==> src/rtl/pdm_pkg.sv <==
// Shared types and PDM-to-PCM arithmetic for the PDM microphone front end.
package pdm_pkg;

  typedef enum logic {StIdle, StRun} pdm_state_e;

  function automatic int unsigned tally_width(int unsigned decim);
    return $clog2(decim + 1);
  endfunction

  function automatic int unsigned pcm_shift(int unsigned decim, int unsigned out_width);
    return out_width - 1 - $clog2(decim);
  endfunction

  // Centre the ones count around zero, scale to full range, clip the single
  // positive overflow code (all ones) to the largest positive sample.
  function automatic int pdm_to_pcm(int unsigned count, int unsigned decim,
                                    int unsigned out_width);
    int v;
    int max_val;
    v       = (2 * int'(count) - int'(decim)) <<< pcm_shift(decim, out_width);
    max_val = (1 <<< (out_width - 1)) - 1;
    return (v > max_val) ? max_val : v;
  endfunction

endpackage

==> src/rtl/pdm_mic_frontend_if.sv <==
// Decimated PCM output bundle of the PDM front end.
interface pdm_mic_frontend_if #(
  parameter int unsigned CHANNELS  = 2,
  parameter int unsigned OUT_WIDTH = 16
);
  logic                        pdm_tick_out;
  logic                        sample_valid_out;
  logic signed [OUT_WIDTH-1:0] sample_out [CHANNELS];

  modport master (output pdm_tick_out, output sample_valid_out, output sample_out);
  modport slave  (input pdm_tick_out, input sample_valid_out, input sample_out);
endinterface

==> src/rtl/pdm_boxcar_channel.sv <==
// One PDM channel: counts ones over a window and converts the tally to a
// registered, centred, saturated PCM sample at window end.
module pdm_boxcar_channel
  import pdm_pkg::*;
#(
  parameter int unsigned DECIM     = 256,
  parameter int unsigned OUT_WIDTH = 16
) (
  input  logic                        clk_i,
  input  logic                        rst_ni,
  input  logic                        clear_i,
  input  logic                        sample_en_i,
  input  logic                        bit_i,
  input  logic                        win_end_i,
  output logic signed [OUT_WIDTH-1:0] pcm_o
);

  localparam int unsigned TallyW = tally_width(DECIM);

  logic [TallyW-1:0]           tally_q, tally_d, tally_inc;
  logic signed [OUT_WIDTH-1:0] pcm_q, pcm_d;

  always_comb begin
    // The window-end bit may arrive in the same cycle as the window end.
    tally_inc = tally_q + TallyW'(sample_en_i & bit_i);
    tally_d   = tally_inc;
    pcm_d     = pcm_q;
    if (clear_i) begin
      tally_d = '0;
    end else if (win_end_i) begin
      tally_d = '0;
      pcm_d   = OUT_WIDTH'(pdm_to_pcm(32'(tally_inc), DECIM, OUT_WIDTH));
    end
  end

  always_ff @(posedge clk_i or negedge rst_ni) begin
    if (!rst_ni) begin
      tally_q <= '0;
      pcm_q   <= '0;
    end else begin
      tally_q <= tally_d;
      pcm_q   <= pcm_d;
    end
  end

  assign pcm_o = pcm_q;

endmodule

==> src/rtl/pdm_mic_frontend.sv <==
// PDM microphone front end: mic clock divider, interleaved channel capture and
// per-channel boxcar decimation to PCM.
module pdm_mic_frontend
  import pdm_pkg::*;
#(
  parameter int unsigned CHANNELS  = 2,
  parameter int unsigned CLK_DIV   = 32,
  parameter int unsigned DECIM     = 256,
  parameter int unsigned OUT_WIDTH = 16
) (
  input  logic                clk_in,
  input  logic                rst_in,
  input  logic                enable_in,
  output logic                mic_clk_out,
  input  logic                mic_data_in,
  pdm_mic_frontend_if.master  pcm_if
);

  localparam int unsigned CntW = $clog2(CLK_DIV);
  localparam int unsigned WinW = $clog2(DECIM);

  pdm_state_e      state_q, state_d;
  logic [CntW-1:0] cnt_q, cnt_d;
  logic [WinW-1:0] win_q, win_d;
  logic            mic_clk_q, mic_clk_d;
  logic            tick_q, tick_d;
  logic            valid_q, valid_d;

  logic            run, cnt_end, strobe0, tick, win_end;

  always_comb begin
    state_d = enable_in ? StRun : StIdle;
    // A cycle with enable low never counts, even if the FSM is still in run.
    run     = (state_q == StRun) && enable_in;
    cnt_end = (cnt_q == CntW'(CLK_DIV - 1));
    strobe0 = run && (cnt_q == CntW'(CLK_DIV / 2 - 1));
    tick    = run && cnt_end;
    win_end = tick && (win_q == WinW'(DECIM - 1));

    cnt_d = '0;
    win_d = '0;
    if (run) begin
      cnt_d = cnt_end ? '0 : cnt_q + CntW'(1);
      win_d = win_q;
      if (tick) win_d = win_end ? '0 : win_q + WinW'(1);
    end

    // Registered outputs track the next count so they stay aligned with cnt_q.
    mic_clk_d = enable_in && (cnt_d < CntW'(CLK_DIV / 2));
    tick_d    = enable_in && (cnt_d == CntW'(CLK_DIV - 1));
    valid_d   = win_end;
  end

  always_ff @(posedge clk_in or negedge rst_in) begin
    if (!rst_in) begin
      state_q   <= StIdle;
      cnt_q     <= '0;
      win_q     <= '0;
      mic_clk_q <= 1'b0;
      tick_q    <= 1'b0;
      valid_q   <= 1'b0;
    end else begin
      state_q   <= state_d;
      cnt_q     <= cnt_d;
      win_q     <= win_d;
      mic_clk_q <= mic_clk_d;
      tick_q    <= tick_d;
      valid_q   <= valid_d;
    end
  end

  logic signed [OUT_WIDTH-1:0] pcm [CHANNELS];

  for (genvar gi = 0; gi < int'(CHANNELS); gi++) begin : g_ch
    // Channel 0 samples on the last high phase, channel 1 on the last low phase.
    pdm_boxcar_channel #(
      .DECIM    (DECIM),
      .OUT_WIDTH(OUT_WIDTH)
    ) u_channel (
      .clk_i      (clk_in),
      .rst_ni     (rst_in),
      .clear_i    (!run),
      .sample_en_i((gi == 0) ? strobe0 : tick),
      .bit_i      (mic_data_in),
      .win_end_i  (win_end),
      .pcm_o      (pcm[gi])
    );
    assign pcm_if.sample_out[gi] = pcm[gi];
  end

  assign mic_clk_out             = mic_clk_q;
  assign pcm_if.pdm_tick_out     = tick_q;
  assign pcm_if.sample_valid_out = valid_q;

endmodule

==> src/flat_wrapper.sv <==
// flat-port wrapper written by rule: the top's interface ports become plain ports
module pdm_mic_frontend_flat import pdm_pkg::*;
#(
  parameter int unsigned CHANNELS  = 2,
  parameter int unsigned CLK_DIV   = 32,
  parameter int unsigned DECIM     = 256,
  parameter int unsigned OUT_WIDTH = 16
)
  (clk_in, rst_in, enable_in, mic_clk_out, mic_data_in, pcm_if_pdm_tick_out, pcm_if_sample_valid_out, pcm_if_sample_out);
  pdm_mic_frontend_if #(.CHANNELS(CHANNELS), .OUT_WIDTH(OUT_WIDTH)) pcm_if_i ();
  input  logic clk_in;
  input  logic rst_in;
  input  logic enable_in;
  output logic mic_clk_out;
  input  logic mic_data_in;
  output wire logic [$bits(pcm_if_i.pdm_tick_out)-1:0] pcm_if_pdm_tick_out;
  output wire logic [$bits(pcm_if_i.sample_valid_out)-1:0] pcm_if_sample_valid_out;
  output wire logic [$bits(pcm_if_i.sample_out)-1:0] pcm_if_sample_out;
  assign pcm_if_pdm_tick_out = pcm_if_i.pdm_tick_out;
  assign pcm_if_sample_valid_out = pcm_if_i.sample_valid_out;
  assign pcm_if_sample_out = {>>{pcm_if_i.sample_out}};
  pdm_mic_frontend #(.CHANNELS(CHANNELS), .CLK_DIV(CLK_DIV), .DECIM(DECIM), .OUT_WIDTH(OUT_WIDTH)) u_core (.clk_in(clk_in), .rst_in(rst_in), .enable_in(enable_in), .mic_clk_out(mic_clk_out), .mic_data_in(mic_data_in), .pcm_if(pcm_if_i));
endmodule
==> config.mk <==
export PLATFORM = sky130hd
export DESIGN_NAME = pdm_mic_frontend_flat
export DESIGN_NICKNAME = d
export VERILOG_FILES = /design/src/rtl/pdm_pkg.sv /design/src/rtl/pdm_mic_frontend_if.sv /design/src/rtl/pdm_boxcar_channel.sv /design/src/rtl/pdm_mic_frontend.sv /design/src/flat_wrapper.sv
export SDC_FILE = /design/constraint.sdc
export NUM_CORES = 1
export LEC_CHECK = 0
export CAP_MARGIN = 10
export CORE_MARGIN = 5
export CORE_UTILIZATION = 39
export DETAILED_ROUTE_END_ITERATION = 10
export GPL_ROUTABILITY_DRIVEN = 1
export RECOVER_POWER = 25
export SLEW_MARGIN = 25
export SYNTH_ARGS = -nofsm -noshare
export SYNTH_HDL_FRONTEND = slang
export SYNTH_SLANG_ARGS = --single-unit
==> constraint.sdc <==
create_clock -name clk_in -period 4.6 [get_ports clk_in]
set_input_delay 0.92 -clock clk_in [delete_from_list [all_inputs] [get_ports clk_in]]
set_output_delay 0.92 -clock clk_in [all_outputs]
set_load 0.01 [all_outputs]
==> impl_metrics.yaml, run 1 <==
critical_path:
  path_max_fanout: 53
  cp_slowest_stage_delay_ns: 1.94
  crit_slowest_cell: "clkbuf_1"
  end_kind: "async pin"
  worst-path-buf-inv: 2
  cp-start-kind: "primary input"
  cp_cell_sequence: "buf_2, clkbuf_1"
  cp_top_family: "buffers and inverters"
  path_class: "primary input to async pin"
  worstPathRequired_ns: 4.43
  cp.arrival_ns: 2.98
synth:
  ys_warn_count: 0
  synthCells: 229
  synthArstFlopShare: 1.00
  synth_area_per_cell_um2: 10.4
  yosys.area_share.xor_xnor: 0.0623
  synth_cell_types: 36
  syn_area_um2: 2390
  muxShareOfSynthArea: 0.00471
  synth_top_family_by_area: "simple AND/OR/NAND/NOR gates"
  ys_seq_area_frac: 0.555
  synth_nets: 241
  ys_ff_latch: 53
  synth_edf_count: 0
  yosys.area_share.simple: 0.195
  synth-compound-area-share: 0.0722
  synth_top_flop_cell: "dfrtp_1"
  yosys.area_share.adder: 0.0419
die:
  dieArea_um2: 7800
  floorplan.initialDensity: 0.401
  die_y_um: 88.3
  ios: 39
  core_um2: 5960
  die_x_um: 88.3
  num_rows: 28
timing:
  period_share: 0.685
  setup_tns_ns: 0
  period_needed_ns: 3.15
  worst_hold_slack_ns: 0.496
  fmax_mhz: 317
  hold_viol_final: 0
  fin_skew_ns: 0.0106
  tightestPinTransition_ns: 2.77
  maxSlewViolCount: 54
  slew_headroom: -0.845
  setup_viol: 0
  rsz0062_at_grt: "no"
cts:
  cts_resized: 0
  ctsRootBufferMaster: "clkbuf_8"
  clock_latency_ns: 0.31
  numCtsBuffers: 5
  htreeDepth: 2
  cts.reportedPaths.clkPinSlew_ns: 0.09
  clock_sinks: 53
  ctsHoldBuffers: 0
  cts_setup_buffers: 0
  cts_tree: "done"
  ctsLongestPathBuffers: 2
grt:
  antenna_found_initial: 0
  grt_pass1_vias: 1679
  grt_pass1_wl_um: 7690
  grt_start_max_net_pins: 54
  grt-ovfl-total: 0
  grt.total_usage: 0.128
layout:
  final_cell_mix: "dfrtp_1, nor2_1, clkdlybuf4s50_1, a21oi_1, nand3_1"
  antennaDiodeCount: 0
  drive_gt1_frac: 0.0736
  area_growth_pct: 18.3
  fin_util: 0.475
  multi_input_area_um2: 900
  final_common_cell: "dfrtp_1"
  register_area_um2: 1330
  fill_cells: 586
  nNetsFinal: 269
  instances_no_fill: 333
placed_design:
  io_buffers: 38
  dp_hpwl_um: 3140
  dpl.cell_count: 325
  gp_congestion: 0.723
power_and_ir_drop:
  p_leak_nw: 1.26
  ir_drop_uv: 134
  p_per_area_nw_per_um2: 270
  total_power_w: 0.000765
status:
  violations: "capacitance limit, slew limit"
  outcome: "finished, violations left"
route:
  vias: 1647
  routed_wl_um: 4400
  route.antenna.remaining_nets: 0
  first_iter_violations: 60
  dr.pass1.iters: 4
  drcViolationCount: 0
  avgViaCountPerCell: 4.95
  routedWlPerCell_um: 13.2
flow_run:
  cap_violations: 1
worst_hold_path:
  hp-class: "register to register"
-- layout make-up --
cell class,instances,share of cell area
Clock buffer,6,0.0292
Clock inverter,2,0.00487
Inverter,9,0.0119
Multi-Input combinational cell,149,0.318
Sequential cell,53,0.469
Tap cell,75,0.0332
Timing Repair Buffer,39,0.134
-- cell families (layout without fill, tap and decap cells) --
| group | Yosys count | count (layout) |
|---|---|---|
| AND/OR/NAND/NOR | 95 | 95 |
| flip-flops | 53 | 53 |
| AO/OA/AOI/OAI | 28 | 28 |
| buffers and inverters | 27 | 56 |
| XOR/XNOR | 17 | 17 |
| adder cells (fa/ha/maj) | 8 | 8 |
| multiplexers | 1 | 1 |
-- per-stage QoR --
stage	instance area, µm²	setup WS [ns]
3_5_place_dp	2740	1.23
2_1_floorplan	2390	2.01
5_1_grt	2830	0.808
4_1_cts	2830	1.56
6_report	2830	1.45
3_3_place_gp	2740	1.28
-- routing by layer --
metal | track usage | up-vias | share of wire
met3 | 0.0279 | 5 | 0.057
met1 | 0.162 | 795 | 0.46
met4 | 0.0577 | 0 | 0.016
li1 | - | 808 | -
met5 | 0 | - | 0
met2 | 0.209 | 39 | 0.47
-- synthesized netlist by cell type (all sizes together), types with 2 or more instances --
library cell   n  area (µm²)
a21oi         17        85.1
a22o           3        26.3
a31oi          2        12.5
a41oi          2        17.5
and3           4        27.5
and4           3        27.5
buf           16         124
clkbuf         2        7.51
dfrtp         53        1330
ha             8         100
inv            9        33.8
nand2         10        37.5
nand3         12        60.1
nand4          5        37.5
nor2          52         195
nor3           2        21.3
xnor2          9        78.8
xor2           8        70.1
-- report_power, final --
part	internal, W	switching (W)
registers	0.000467	0.00000105
clock network	0.000122	0.000155
logic	0.00000424	0.0000152
total	0.000594	0.000171
-- final timing paths --
path | from | slack (ns) | depth (start not counted) | end
max | rst_in | 1.45 | 2 | u_core.g_ch[0].u_channel.pcm_o[13]$_DFFE_PN0P_
min | u_core.cnt_q[0]$_DFF_PN0_ | 0.50 | 1 | u_core.cnt_q[0]$_DFF_PN0_
max reg2reg | u_core.cnt_q[0]$_DFF_PN0_ | 1.61 | 11 | u_core.g_ch[1].u_channel.pcm_o[15]$_DFFE_PN0P_
min reg2reg | u_core.cnt_q[0]$_DFF_PN0_ | 0.50 | 1 | u_core.cnt_q[0]$_DFF_PN0_
max in group clk_in | enable_in | 1.49 | 9 | u_core.g_ch[0].u_channel.pcm_o[11]$_DFFE_PN0P_
min in group asynchronous | rst_in | 1.57 | 2 | u_core.win_q[0]$_DFFE_PN0P_
-- state kept, by name, indices dropped and copies added (netlist names) --
register,count
u_core.pcm_if.pdm_tick_out,1
u_core.mic_clk_out,1
u_core.pcm_if.sample_valid_out,1
u_core.state_q,1
u_core.g_ch.u_channel.tally_q,18
u_core.cnt_q,5
u_core.g_ch.u_channel.pcm_o,18
u_core.win_q,8
No activity file was read; power rests on OpenSTA's default activity.
==> run 2, diff against run 1 <==
==> constraint.sdc (replaced) <==
create_clock -name clk_in -period 3 [get_ports clk_in]
set_input_delay 0.6 -clock clk_in [delete_from_list [all_inputs] [get_ports clk_in]]
set_output_delay 0.6 -clock clk_in [all_outputs]
set_load 0.01 [all_outputs]
==> impl_metrics.yaml, run 2 (same netlist as run 1, synthesis figures left out) <==
layout:
  nNetsFinal: 273
  final_common_cell: "dfrtp_1"
  drive_gt1_frac: 0.0916
  register_area_um2: 1330
  final_cell_mix: "dfrtp_1, nor2_1, clkdlybuf4s50_1, a21oi_1, nand3_1"
  area_growth_pct: 21.1
  antennaDiodeCount: 0
  multi_input_area_um2: 900
  fin_util: 0.486
  fill_cells: 547
cts:
  clock_sinks: 53
  cts_setup_buffers: 0
  ctsLongestPathBuffers: 2
  htreeDepth: 2
  numCtsBuffers: 5
  cts_resized: 0
  ctsRootBufferMaster: "clkbuf_8"
  clock_latency_ns: 0.31
  cts_tree: "done"
  ctsHoldBuffers: 0
  cts.reportedPaths.clkPinSlew_ns: 0.10
timing:
  fmax_mhz: 371
  slew_headroom: 0.142
  tightestPinTransition_ns: 1.29
  setup_viol: 0
  fin_skew_ns: 0.00866
  hold_viol_final: 0
  maxSlewViolCount: 0
  setup_tns_ns: 0
  period_share: 0.898
  rsz0062_at_grt: "no"
  period_needed_ns: 2.69
power_and_ir_drop:
  p_per_area_nw_per_um2: 435
  ir_drop_uv: 223
  p_leak_nw: 1.29
die:
  die_y_um: 88.3
  dieArea_um2: 7800
  die_x_um: 88.3
  num_rows: 28
  ios: 39
  core_um2: 5960
  floorplan.initialDensity: 0.401
grt:
  grt-ovfl-total: 0
  grt_start_max_net_pins: 54
  grt_pass1_wl_um: 7820
  grt_pass1_vias: 1639
  antenna_found_initial: 0
  grt.total_usage: 0.129
route:
  avgViaCountPerCell: 4.86
  routed_wl_um: 4490
  drcViolationCount: 0
  route.antenna.remaining_nets: 0
  vias: 1639
  first_iter_violations: 83
  dr.pass1.iters: 4
  routedWlPerCell_um: 13.3
critical_path:
  cp_cell_sequence: "ha_1, and3_1, ha_1, nand3_1, nor2_1, ha_1, ha_1, nand3_1, o31a_1, nor3_4, a21oi_1"
  end_kind: "register"
  crit_slowest_cell: "dfrtp_1"
  crit-reg2reg-launch: "u_core.cnt_q[0]$_DFF_PN0_"
  path_max_fanout: 9
  cp_top_family: "simple AND/OR/NAND/NOR gates"
  crit_path_start: "u_core.cnt_q[0]$_DFF_PN0_"
  cp_num_cells: 11
  reg2reg_to: "u_core.g_ch[1].u_channel.pcm_o[13]$_DFFE_PN0P_"
  cp-endpoint: "u_core.g_ch[1].u_channel.pcm_o[13]$_DFFE_PN0P_"
  cp-start-kind: "register"
  cp.arrival_ns: 2.88
  cp_slowest_stage_delay_ns: 0.40
  r2r_cells: 11
  r2r_slack_ns: 0.31
  cpMostUsedCell: "ha_1"
  worstPathRequired_ns: 3.19
  worst-path-buf-inv: 0
  path_class: "register to register"
status:
  outcome: "finished clean"
placed_design:
  dp_hpwl_um: 3130
  io_buffers: 38
  gp_congestion: 0.784
worst_hold_path:
  hp-class: "register to register"
flow_run:
  cap_violations: 0
[run 2: report_power, final]
part | switching (W) | internal, W | leakage (nW) | total [W]
registers | 0.00000171 | 0.000716 | 0.735 | 0.000718
logic | 0.0000234 | 0.00000761 | 0.499 | 0.0000310
clock network | 0.000240 | 0.000271 | 0.0574 | 0.000512
total | 0.000265 | 0.000996 | 1.29 | 0.00126
[run 2: per-layer routing]
| metal | vias up | part of all wire | track usage |
|---|---|---|---|
| met3 | 8 | 0.056 | 0.0251 |
| met1 | 769 | 0.48 | 0.175 |
| met4 | 0 | 0.022 | 0.0618 |
| li1 | 819 | - | - |
| met2 | 43 | 0.45 | 0.200 |
| met5 | - | 0 | 0 |
[run 2: how the worst min path moves through the flow]
stage / from / end / slack [ns] / cells after the start
2_1_floorplan: rst_in / u_core.cnt_q[0]$_DFF_PN0_ / 0.30 / 0
3_3_place_gp: u_core.cnt_q[0]$_DFF_PN0_ / u_core.cnt_q[0]$_DFF_PN0_ / 0.49 / 1
3_5_place_dp: u_core.cnt_q[0]$_DFF_PN0_ / u_core.cnt_q[0]$_DFF_PN0_ / 0.49 / 1
4_1_cts: rst_in / u_core.cnt_q[0]$_DFF_PN0_ / 0.42 / 2
5_1_grt: u_core.g_ch[0].u_channel.pcm_o[15]$_DFFE_PN0P_ / u_core.g_ch[0].u_channel.pcm_o[15]$_DFFE_PN0P_ / 0.56 / 1
6_report: u_core.cnt_q[0]$_DFF_PN0_ / u_core.cnt_q[0]$_DFF_PN0_ / 0.50 / 1
[run 2: layout make-up]
cell class,instances,share of cell area
clock inverter,2,0.0130
sequential,53,0.458
timing repair buffer,43,0.146
inverter,9,0.0117
tap,75,0.0324
clock buffer,6,0.0285
multi-input combinational,149,0.311
[run 2: metrics by stage]
| step | power [W] | instances | worst slack, ns | cell area, µm² | hold WS, ns |
|---|---|---|---|---|---|
| final | 0.00126 | 337 | 0.307 | 2900 | 0.500 |
| after global routing | 0.00130 | 337 | 0.0386 | 2900 | 0.557 |
| after CTS | 0.00128 | 337 | 0.285 | 2900 | 0.418 |
| after detailed placement | 0.000766 | 329 | 0.0671 | 2780 | 0.494 |
| after global placement | 0.000766 | 329 | 0.161 | 2780 | 0.492 |
| after floorplan | 0.000741 | 229 | 0.411 | 2390 | 0.304 |
